## config.mk

```make
export PLATFORM = sky130hd
export DESIGN_NAME = load_store_unit
export DESIGN_NICKNAME = d
export VERILOG_FILES = /design/src/rtl/lsu_pkg.sv /design/src/rtl/load_store_align.sv /design/src/rtl/load_store_unit.sv
export SDC_FILE = /design/constraint.sdc
export NUM_CORES = 1
export LEC_CHECK = 0
export ABC_AREA = 1
export CAP_MARGIN = 30
export CORE_MARGIN = 3
export CORE_UTILIZATION = 50
export CTS_CLUSTER_SIZE = 40
export DETAILED_ROUTE_END_ITERATION = 8
export PLACE_DENSITY = 0.8
export SLEW_MARGIN = 20
export SYNTH_ARGS = -nofsm -noshare
export SYNTH_HDL_FRONTEND = slang
export SYNTH_SLANG_ARGS = --single-unit
export TNS_END_PERCENT = 1
```

## constraint.sdc

```tcl
create_clock -name clk -period 2.3 [get_ports clk]
set_clock_uncertainty 0.15 [all_clocks]
set_input_delay 0.46 -clock clk [delete_from_list [all_inputs] [get_ports clk]]
set_output_delay 0.46 -clock clk [all_outputs]
set_load 0.01 [all_outputs]
```

## src/rtl/lsu_pkg.sv

```systemverilog
// Shared load/store encodings and FSM state type for the load/store unit and the decoder.
package lsu_pkg;

    localparam int unsigned DATA_W = 32;

    localparam logic [2:0] F3_B  = 3'b000;
    localparam logic [2:0] F3_H  = 3'b001;
    localparam logic [2:0] F3_W  = 3'b010;
    localparam logic [2:0] F3_BU = 3'b100;
    localparam logic [2:0] F3_HU = 3'b101;

    typedef enum logic [1:0] {
        ST_IDLE,
        ST_READ,
        ST_WRITE,
        ST_RESP
    } lsu_state_t;

endpackage

```

## src/rtl/load_store_align.sv

```systemverilog
// Combinational request checking, little-endian load extraction/extension and
// sub-word store merge into a full memory word.
module load_store_align
    import lsu_pkg::*;
(
    input  logic              we,
    input  logic [2:0]        funct3,
    input  logic [1:0]        addr_lo,
    input  logic [DATA_W-1:0] word,
    input  logic [DATA_W-1:0] wdata,
    output logic              misaligned,
    output logic              illegal,
    output logic [DATA_W-1:0] load_data,
    output logic [DATA_W-1:0] store_word
);

    logic [4:0]        sh_b;
    logic [4:0]        sh_h;
    logic [7:0]        lane_b;
    logic [15:0]       lane_h;
    logic [DATA_W-1:0] mask;

    always_comb begin
        sh_b       = {addr_lo, 3'b000};
        sh_h       = {addr_lo[1], 4'b0000};
        lane_b     = 8'(word >> sh_b);
        lane_h     = 16'(word >> sh_h);
        misaligned = 1'b0;
        illegal    = 1'b0;
        load_data  = '0;
        mask       = '0;
        store_word = wdata;
        case (funct3)
            F3_B: begin
                load_data  = {{24{lane_b[7]}}, lane_b};
                mask       = DATA_W'(32'h0000_00FF) << sh_b;
                store_word = (word & ~mask) | (DATA_W'(wdata[7:0]) << sh_b);
            end
            F3_H: begin
                misaligned = addr_lo[0];
                load_data  = {{16{lane_h[15]}}, lane_h};
                mask       = DATA_W'(32'h0000_FFFF) << sh_h;
                store_word = (word & ~mask) | (DATA_W'(wdata[15:0]) << sh_h);
            end
            F3_W: begin
                misaligned = (addr_lo != 2'b00);
                load_data  = word;
            end
            F3_BU: begin
                illegal   = we;
                load_data = {24'b0, lane_b};
            end
            F3_HU: begin
                illegal    = we;
                misaligned = addr_lo[0];
                load_data  = {16'b0, lane_h};
            end
            default: illegal = 1'b1;
        endcase
    end

endmodule

```

## src/rtl/load_store_unit.sv

```systemverilog
// Load/store unit: turns byte/halfword/word requests into word-wide data_memory
// accesses, using read-modify-write for sub-word stores.
module load_store_unit
    import lsu_pkg::*;
#(
    parameter int unsigned ADDR_W = 32
) (
    input  logic              clk,
    input  logic              rst,
    input  logic              req_valid,
    output logic              req_ready,
    input  logic              req_we,
    input  logic [2:0]        req_funct3,
    input  logic [ADDR_W-1:0] req_addr,
    input  logic [DATA_W-1:0] req_wdata,
    output logic              resp_valid,
    input  logic              resp_ready,
    output logic [DATA_W-1:0] resp_data,
    output logic              resp_err,
    output logic              mem_read,
    output logic              mem_write,
    output logic [ADDR_W-1:0] mem_addr,
    output logic [DATA_W-1:0] mem_wdata,
    input  logic [DATA_W-1:0] mem_rdata
);

    lsu_state_t        state_q, state_d;
    logic              pend_q, pend_d;
    logic              we_q;
    logic [2:0]        f3_q;
    logic [ADDR_W-1:0] addr_q;
    logic [DATA_W-1:0] wdata_q;

    logic              mem_read_q, mem_read_d;
    logic              mem_write_q, mem_write_d;
    logic [ADDR_W-1:0] mem_addr_q, mem_addr_d;
    logic [DATA_W-1:0] mem_wdata_q, mem_wdata_d;
    logic              resp_valid_q, resp_valid_d;
    logic [DATA_W-1:0] resp_data_q, resp_data_d;
    logic              resp_err_q, resp_err_d;

    logic              accept;
    logic              misaligned;
    logic              illegal;
    logic [DATA_W-1:0] load_data;
    logic [DATA_W-1:0] store_word;
    logic [ADDR_W-1:0] word_addr;

    load_store_align u_align (
        .we         (we_q),
        .funct3     (f3_q),
        .addr_lo    (addr_q[1:0]),
        .word       (mem_rdata),
        .wdata      (wdata_q),
        .misaligned (misaligned),
        .illegal    (illegal),
        .load_data  (load_data),
        .store_word (store_word)
    );

    assign word_addr = {addr_q[ADDR_W-1:2], 2'b00};
    assign req_ready = (state_q == ST_IDLE) && !pend_q && !rst;
    assign accept    = req_valid && req_ready;

    // A latched request is decoded in the cycle after acceptance (pend_q), so all
    // strobes and response fields below come straight from flops.
    always_comb begin
        state_d      = state_q;
        pend_d       = pend_q;
        mem_read_d   = 1'b0;
        mem_write_d  = 1'b0;
        mem_addr_d   = '0;
        mem_wdata_d  = '0;
        resp_valid_d = resp_valid_q;
        resp_data_d  = resp_data_q;
        resp_err_d   = resp_err_q;
        case (state_q)
            ST_IDLE: begin
                if (pend_q) begin
                    pend_d = 1'b0;
                    if (misaligned || illegal) begin
                        state_d      = ST_RESP;
                        resp_valid_d = 1'b1;
                        resp_err_d   = 1'b1;
                        resp_data_d  = '0;
                    end else if (!we_q || (f3_q != F3_W)) begin
                        state_d    = ST_READ;
                        mem_read_d = 1'b1;
                        mem_addr_d = word_addr;
                    end else begin
                        state_d     = ST_WRITE;
                        mem_write_d = 1'b1;
                        mem_addr_d  = word_addr;
                        mem_wdata_d = wdata_q;
                    end
                end else if (accept) begin
                    pend_d = 1'b1;
                end
            end
            ST_READ: begin
                if (we_q) begin
                    state_d     = ST_WRITE;
                    mem_write_d = 1'b1;
                    mem_addr_d  = word_addr;
                    mem_wdata_d = store_word;
                end else begin
                    state_d      = ST_RESP;
                    resp_valid_d = 1'b1;
                    resp_err_d   = 1'b0;
                    resp_data_d  = load_data;
                end
            end
            ST_WRITE: begin
                state_d      = ST_RESP;
                resp_valid_d = 1'b1;
                resp_err_d   = 1'b0;
                resp_data_d  = '0;
            end
            ST_RESP: begin
                if (resp_ready) begin
                    state_d      = ST_IDLE;
                    resp_valid_d = 1'b0;
                    resp_err_d   = 1'b0;
                    resp_data_d  = '0;
                end
            end
            default: state_d = ST_IDLE;
        endcase
    end

    always_ff @(posedge clk) begin
        if (rst) begin
            state_q      <= ST_IDLE;
            pend_q       <= 1'b0;
            we_q         <= 1'b0;
            f3_q         <= '0;
            addr_q       <= '0;
            wdata_q      <= '0;
            mem_read_q   <= 1'b0;
            mem_write_q  <= 1'b0;
            mem_addr_q   <= '0;
            mem_wdata_q  <= '0;
            resp_valid_q <= 1'b0;
            resp_data_q  <= '0;
            resp_err_q   <= 1'b0;
        end else begin
            state_q      <= state_d;
            pend_q       <= pend_d;
            mem_read_q   <= mem_read_d;
            mem_write_q  <= mem_write_d;
            mem_addr_q   <= mem_addr_d;
            mem_wdata_q  <= mem_wdata_d;
            resp_valid_q <= resp_valid_d;
            resp_data_q  <= resp_data_d;
            resp_err_q   <= resp_err_d;
            if (accept) begin
                we_q    <= req_we;
                f3_q    <= req_funct3;
                addr_q  <= req_addr;
                wdata_q <= req_wdata;
            end
        end
    end

    // Reset blanks every output in its own cycle so a scheduled write cannot commit.
    assign mem_read   = mem_read_q && !rst;
    assign mem_write  = mem_write_q && !rst;
    assign mem_addr   = rst ? '0 : mem_addr_q;
    assign mem_wdata  = rst ? '0 : mem_wdata_q;
    assign resp_valid = resp_valid_q && !rst;
    assign resp_data  = rst ? '0 : resp_data_q;
    assign resp_err   = resp_err_q && !rst;

endmodule

```

# == After elaboration in Yosys (flattened, before gate mapping) ==
# Cells that the tools add are included.
# totals
register_bits,171
inputBits,104
output_inout_bits,101
word_cells,102
# op_classes
n_mux,42
n_eq_ne,12
reduce_logical,21
shift,6
n_bitwise,8
# ops
operator,count
32-bit 2-to-1 mux,14
32-bit one-hot mux with 2 select lines,3
32-bit one-hot mux with 5 select lines,1
32-bit one-hot mux with 4 select lines,1
32-bit AND,2
32-bit inverter,2
32-bit OR,2
16-bit by 5-bit left shift with 32-bit output,1
"16-bit by 5-bit left shift with 32-bit output, first input constant",1
8-bit by 5-bit left shift with 32-bit output,1
"8-bit by 5-bit left shift with 32-bit output, first input constant",1
32-bit by 5-bit right shift with 16-bit output,1
32-bit by 5-bit right shift with 8-bit output,1
1-bit 2-to-1 mux,13
2-bit 2-to-1 mux,4
1-bit one-hot mux with 4 select lines,2
2-bit one-hot mux with 4 select lines,1
1-bit logical AND,7
"3-bit equality test, second input constant",2
"2-bit != test, second input constant",3
1-bit one-hot mux with 2 select lines,3
"2-bit equality test, second input constant",2
4-bit AND reduction,1
2-bit OR reduction,2
other kinds (14),18

# == Longest topological paths before layout ==
# depth
word_depth,7
ltp_mapped,10
ltp_nobuf,9

# == By module ==
# A second synthesis with hierarchy kept.
# unflattened
hier_cells,1538
hier_area_um2,9364.0
# by_module_without_submodules
module,n_inst,area_each_um2,seq_area_each_um2,cells_each
load_store_unit,1,6932.9,3383.2,1014
load_store_align,1,2431.1,0.0,524

# == Worst setup path before layout ==
# OpenSTA, ideal clock, no wires.
# synth_path
path_type,in2out
start,in rst
end,out mem_addr[10]
slack_ps,433
t_required_ps,1690
cell_stages,4
arrival_ps,1257
n_path_buf,3
path_cell_list,clkbuf_1 -> clkbuf_1 -> buf_2 -> nor2_1
# synth_via
elab_chain_len,1
# synth_rtl
item,line,text
start: declaration,load_store_unit.sv:9,"input logic rst,"
32-bit 2-to-1 mux,load_store_unit.sv:168,assign mem_addr = rst ? '0 : mem_addr_q;
end: declaration,load_store_unit.sv:22,"output logic [ADDR_W-1:0] mem_addr,"
# No other way between the ends.

# == Final worst setup path ==
# layout_path
start,in rst
end,out mem_wdata[12]
# layout_via
elab_chain_len,1
# layout_rtl
item,line,text
32-bit 2-to-1 mux,load_store_unit.sv:169,assign mem_wdata = rst ? '0 : mem_wdata_q;
end: declaration,load_store_unit.sv:23,"output logic [DATA_W-1:0] mem_wdata,"
# No other way between the ends.

==> run_results.csv <==
group,metric,value,unit
status,status,"completed",
logic_synthesis,syn_avg_cell_area,6.46,sq um
clock_tree,cts_sinks,169,
clock_tree,postCtsSetupBuffers,0,
logic_synthesis,synth_edf_count,0,
placed_design,finalWeightedCongestion,0.951,
setup_path,r2r_end,"mem_wdata_q[0]",
hold_path,holdPathStages,2,
hold_path,hp-class,"in -> reg",
timing,slew_viol_final,0,
timing,max_freq,0.452,GHz
setup_path,worstPathMaxFanout,39,
flow_run,drv_cap,0,
setup_path,cp-end-kind,"output pin",
floorplanning,initial_utilization,51.5,%
global_route,grt_max_degree,97,
timing,period_minus_slack,2.21,ns
clock_tree,clockBufferDepth,2,
clock_tree,cts_made_buffers,17,
layout,final_common_cell,"nand2_1",
logic_synthesis,synth_flop_cell,"dfxtp_1",
power_and_ir_drop,p_per_area,861,mW/mm^2
global_route,grt_pass1_vias,8214,
power_and_ir_drop,p_leak,4.42,nW
clock_tree,hold_buffers,0,
logic_synthesis,ys_ff_latch,169,
layout,layout.nets,1605,
logic_synthesis,synthesis.area,0.00860,sq mm
setup_path,path_cells,"buf_4, buf_12, nor2_1, clkdlybuf4s50_1",
routing,drt-total-wl,26.3,mm
floorplanning,ioPinCount,205,
floorplanning,core_area,0.0167,sq mm
clock_tree,clk-insertion-delay-late,0.43,ns
timing,setup_violations,0,
timing,fin_tns_setup,0,ns
hold_path,hold_path.startpoint,"rst",
floorplanning,rows,47,
logic_synthesis,synthCells,1332,
timing,slew_headroom,58.5,%
global_route,track_usage,28.1,%
timing,hold_violations,0,
logic_synthesis,yosysTopAreaCell,"dfxtp_1",
routing,drt-initial-drc-count,809,
clock_tree,cts_tree,"done",
clock_tree,cts-root-buf,"clkbuf_16",
global_route,antenna_found_initial,0,
timing,rsz0062_at_grt,"false",
placed_design,pre_cts_ws,0.110,ns
setup_path,cp.required,1.69,ns
logic_synthesis,synthTopCellsByArea,"dfxtp_1 (39%), nand2_1 (16%), o21ai_0 (8.1%)",
setup_path,critPathKind,"in -> out",
routing,drt.antenna.violating_nets,0,
setup_path,critPathSlowestCell,"clkdlybuf4s50_1",
hold_path,hold-path-endpoint,"mem_addr_q[9]",
placed_design,place.detailed.hpwl,18.9,mm
setup_path,r2r_start,"state_q[0]",
setup_path,reg2reg_slack,0.17,ns
logic_synthesis,yosys.area.top_type_share,39.3,%
setup_path,start_kind,"input port",
floorplanning,die_width,137,microns
logic_synthesis,yosysWarnings,0,
power_and_ir_drop,totalPowerFinal,9.81,mW
global_route,grt_pass1_wl,41.8,mm
layout,antenna-diode-count,0,
clock_tree,htreeDepth,4,
floorplanning,fp.dieH,137,microns
setup_path,crit_path_max_incr_delay,0.57,ns
layout,final_cell_mix,"nand2_1 (365), clkdlybuf4s50_1 (200), nor2_1 (173), dfxtp_1 (168), inv_1 (142)",
setup_path,worst-path-buf-inv,3,
routing,avgViaCountPerCell,5.16,
logic_synthesis,synth.distinct_cells,33,
setup_path,crit_arrival,1.60,ns
layout,finish.utilization,68.2,%
logic_synthesis,yosysSeqAreaShare,39.3,%
setup_path,r2r_cells,9,
power_and_ir_drop,vdd_drop_max,0.501,mV
routing,vias,8928,
timing,fin_ws,0.0896,ns
timing,holdWs,0.207,ns
placed_design,port_buffers,202,
clock_tree,clkTransAtPathRegs,0.07,ns
logic_synthesis,async_reset_ff_share,0,%
global_route,overflow,0,
setup_path,cp_top_family,"buffers and inverters",
routing,wl_per_cell,15.2,microns
floorplanning,die_area,0.0188,sq mm
routing,drc_errors,0,
layout,area_delta_synth_final,32.5,%
timing,fin_crit_sh,96.1,%
timing,tightest_slew,0.622,ns
routing,first_pass_iters,6,
layout,drive_above_1_share,6.69,%
==> cell families after synthesis <==
group | Yosys count | synth area share, %
AOI/OAI and AO/OA | 292 | 18.0
and+or+nand+nor | 622 | 29.9
adders and majority gates | 4 | 0.582
DFF | 169 | 39.3
buffers and inverters | 244 | 12.2
other | 1 | 0.0436
==> Yosys cell counts, types with 5 or more instances <==
master and n:
nand2_1 365, nor2_1 173, dfxtp_1 169, inv_1 142, o21ai_0 140, a21oi_1 114
clkbuf_1 41, nand4_1 36, buf_2 33, nand3_1 29, o211ai_1 21, buf_4 14
inv_2 9, o21a_1 8, buf_6 5
==> worst max path at each step <==
stage	from	endpoint	slack, ns	cells past startpoint
floorplan	rst	mem_addr[10]	0.43	4
global placement	rst	mem_wdata[29]	0.11	4
detailed placement	rst	resp_data[26]	0.11	4
CTS	state_q[0]	req_ready	0.03	5
global route	rst	resp_data[9]	0.02	4
finish	rst	mem_wdata[12]	0.09	4
==> area by class of cell <==
cell class,instances,area [sq um]
Multi-Input combinational cell,920,4180
Clock buffer,17,425
Clock inverter,15,179
Timing Repair Buffer,238,2380
Inverter,151,567
Tap cell,220,275
Fill cell,1481,5310
Sequential cell,169,3380
==> layer usage <==
| layer | global-route usage [%] | vias up | part of all wire, % |
|---|---|---|---|
| met1 | 38.2 | 3937 | 44 |
| met3 | 7.06 | 39 | 10 |
| met4 | 10.3 | 0 | 2.3 |
| li1 | - | 4542 | - |
| met2 | 43.1 | 410 | 44 |
| met5 | 0 | - | 0 |
==> sequential cells by signal, indices dropped and copies added, names as in the netlist <==
signal	count
addr_q	32
mem_wdata_q	32
resp_data_q	32
wdata_q	32
mem_addr_q	30
f3_q	3
state_q	2
mem_read_q	1
mem_write_q	1
pend_q	1
resp_err_q	1
resp_valid_q	1
we_q	1
==> where the power goes <==
| part | leakage, nW | switching (mW) | internal (mW) |
|---|---|---|---|
| logic | 2.75 | 2.17 | 1.18 |
| clock network | 0.294 | 1.34 | 1.56 |
| registers | 1.37 | 0.258 | 3.30 |
==> metrics by stage <==
stage	instance area, sq um	instances
after floorplan	8600	1333
after CTS	11400	1730
final	11400	1730
after global placement	10800	1698
after detailed placement	10800	1698
after global routing	11400	1730
==> repair_timing <==
action                                  4_1_cts  5_1_grt
resized for setup                             2        2
endpoints found under the setup margin        1        1
cloned                                        0        0
(Power assumes the default switching activity.)
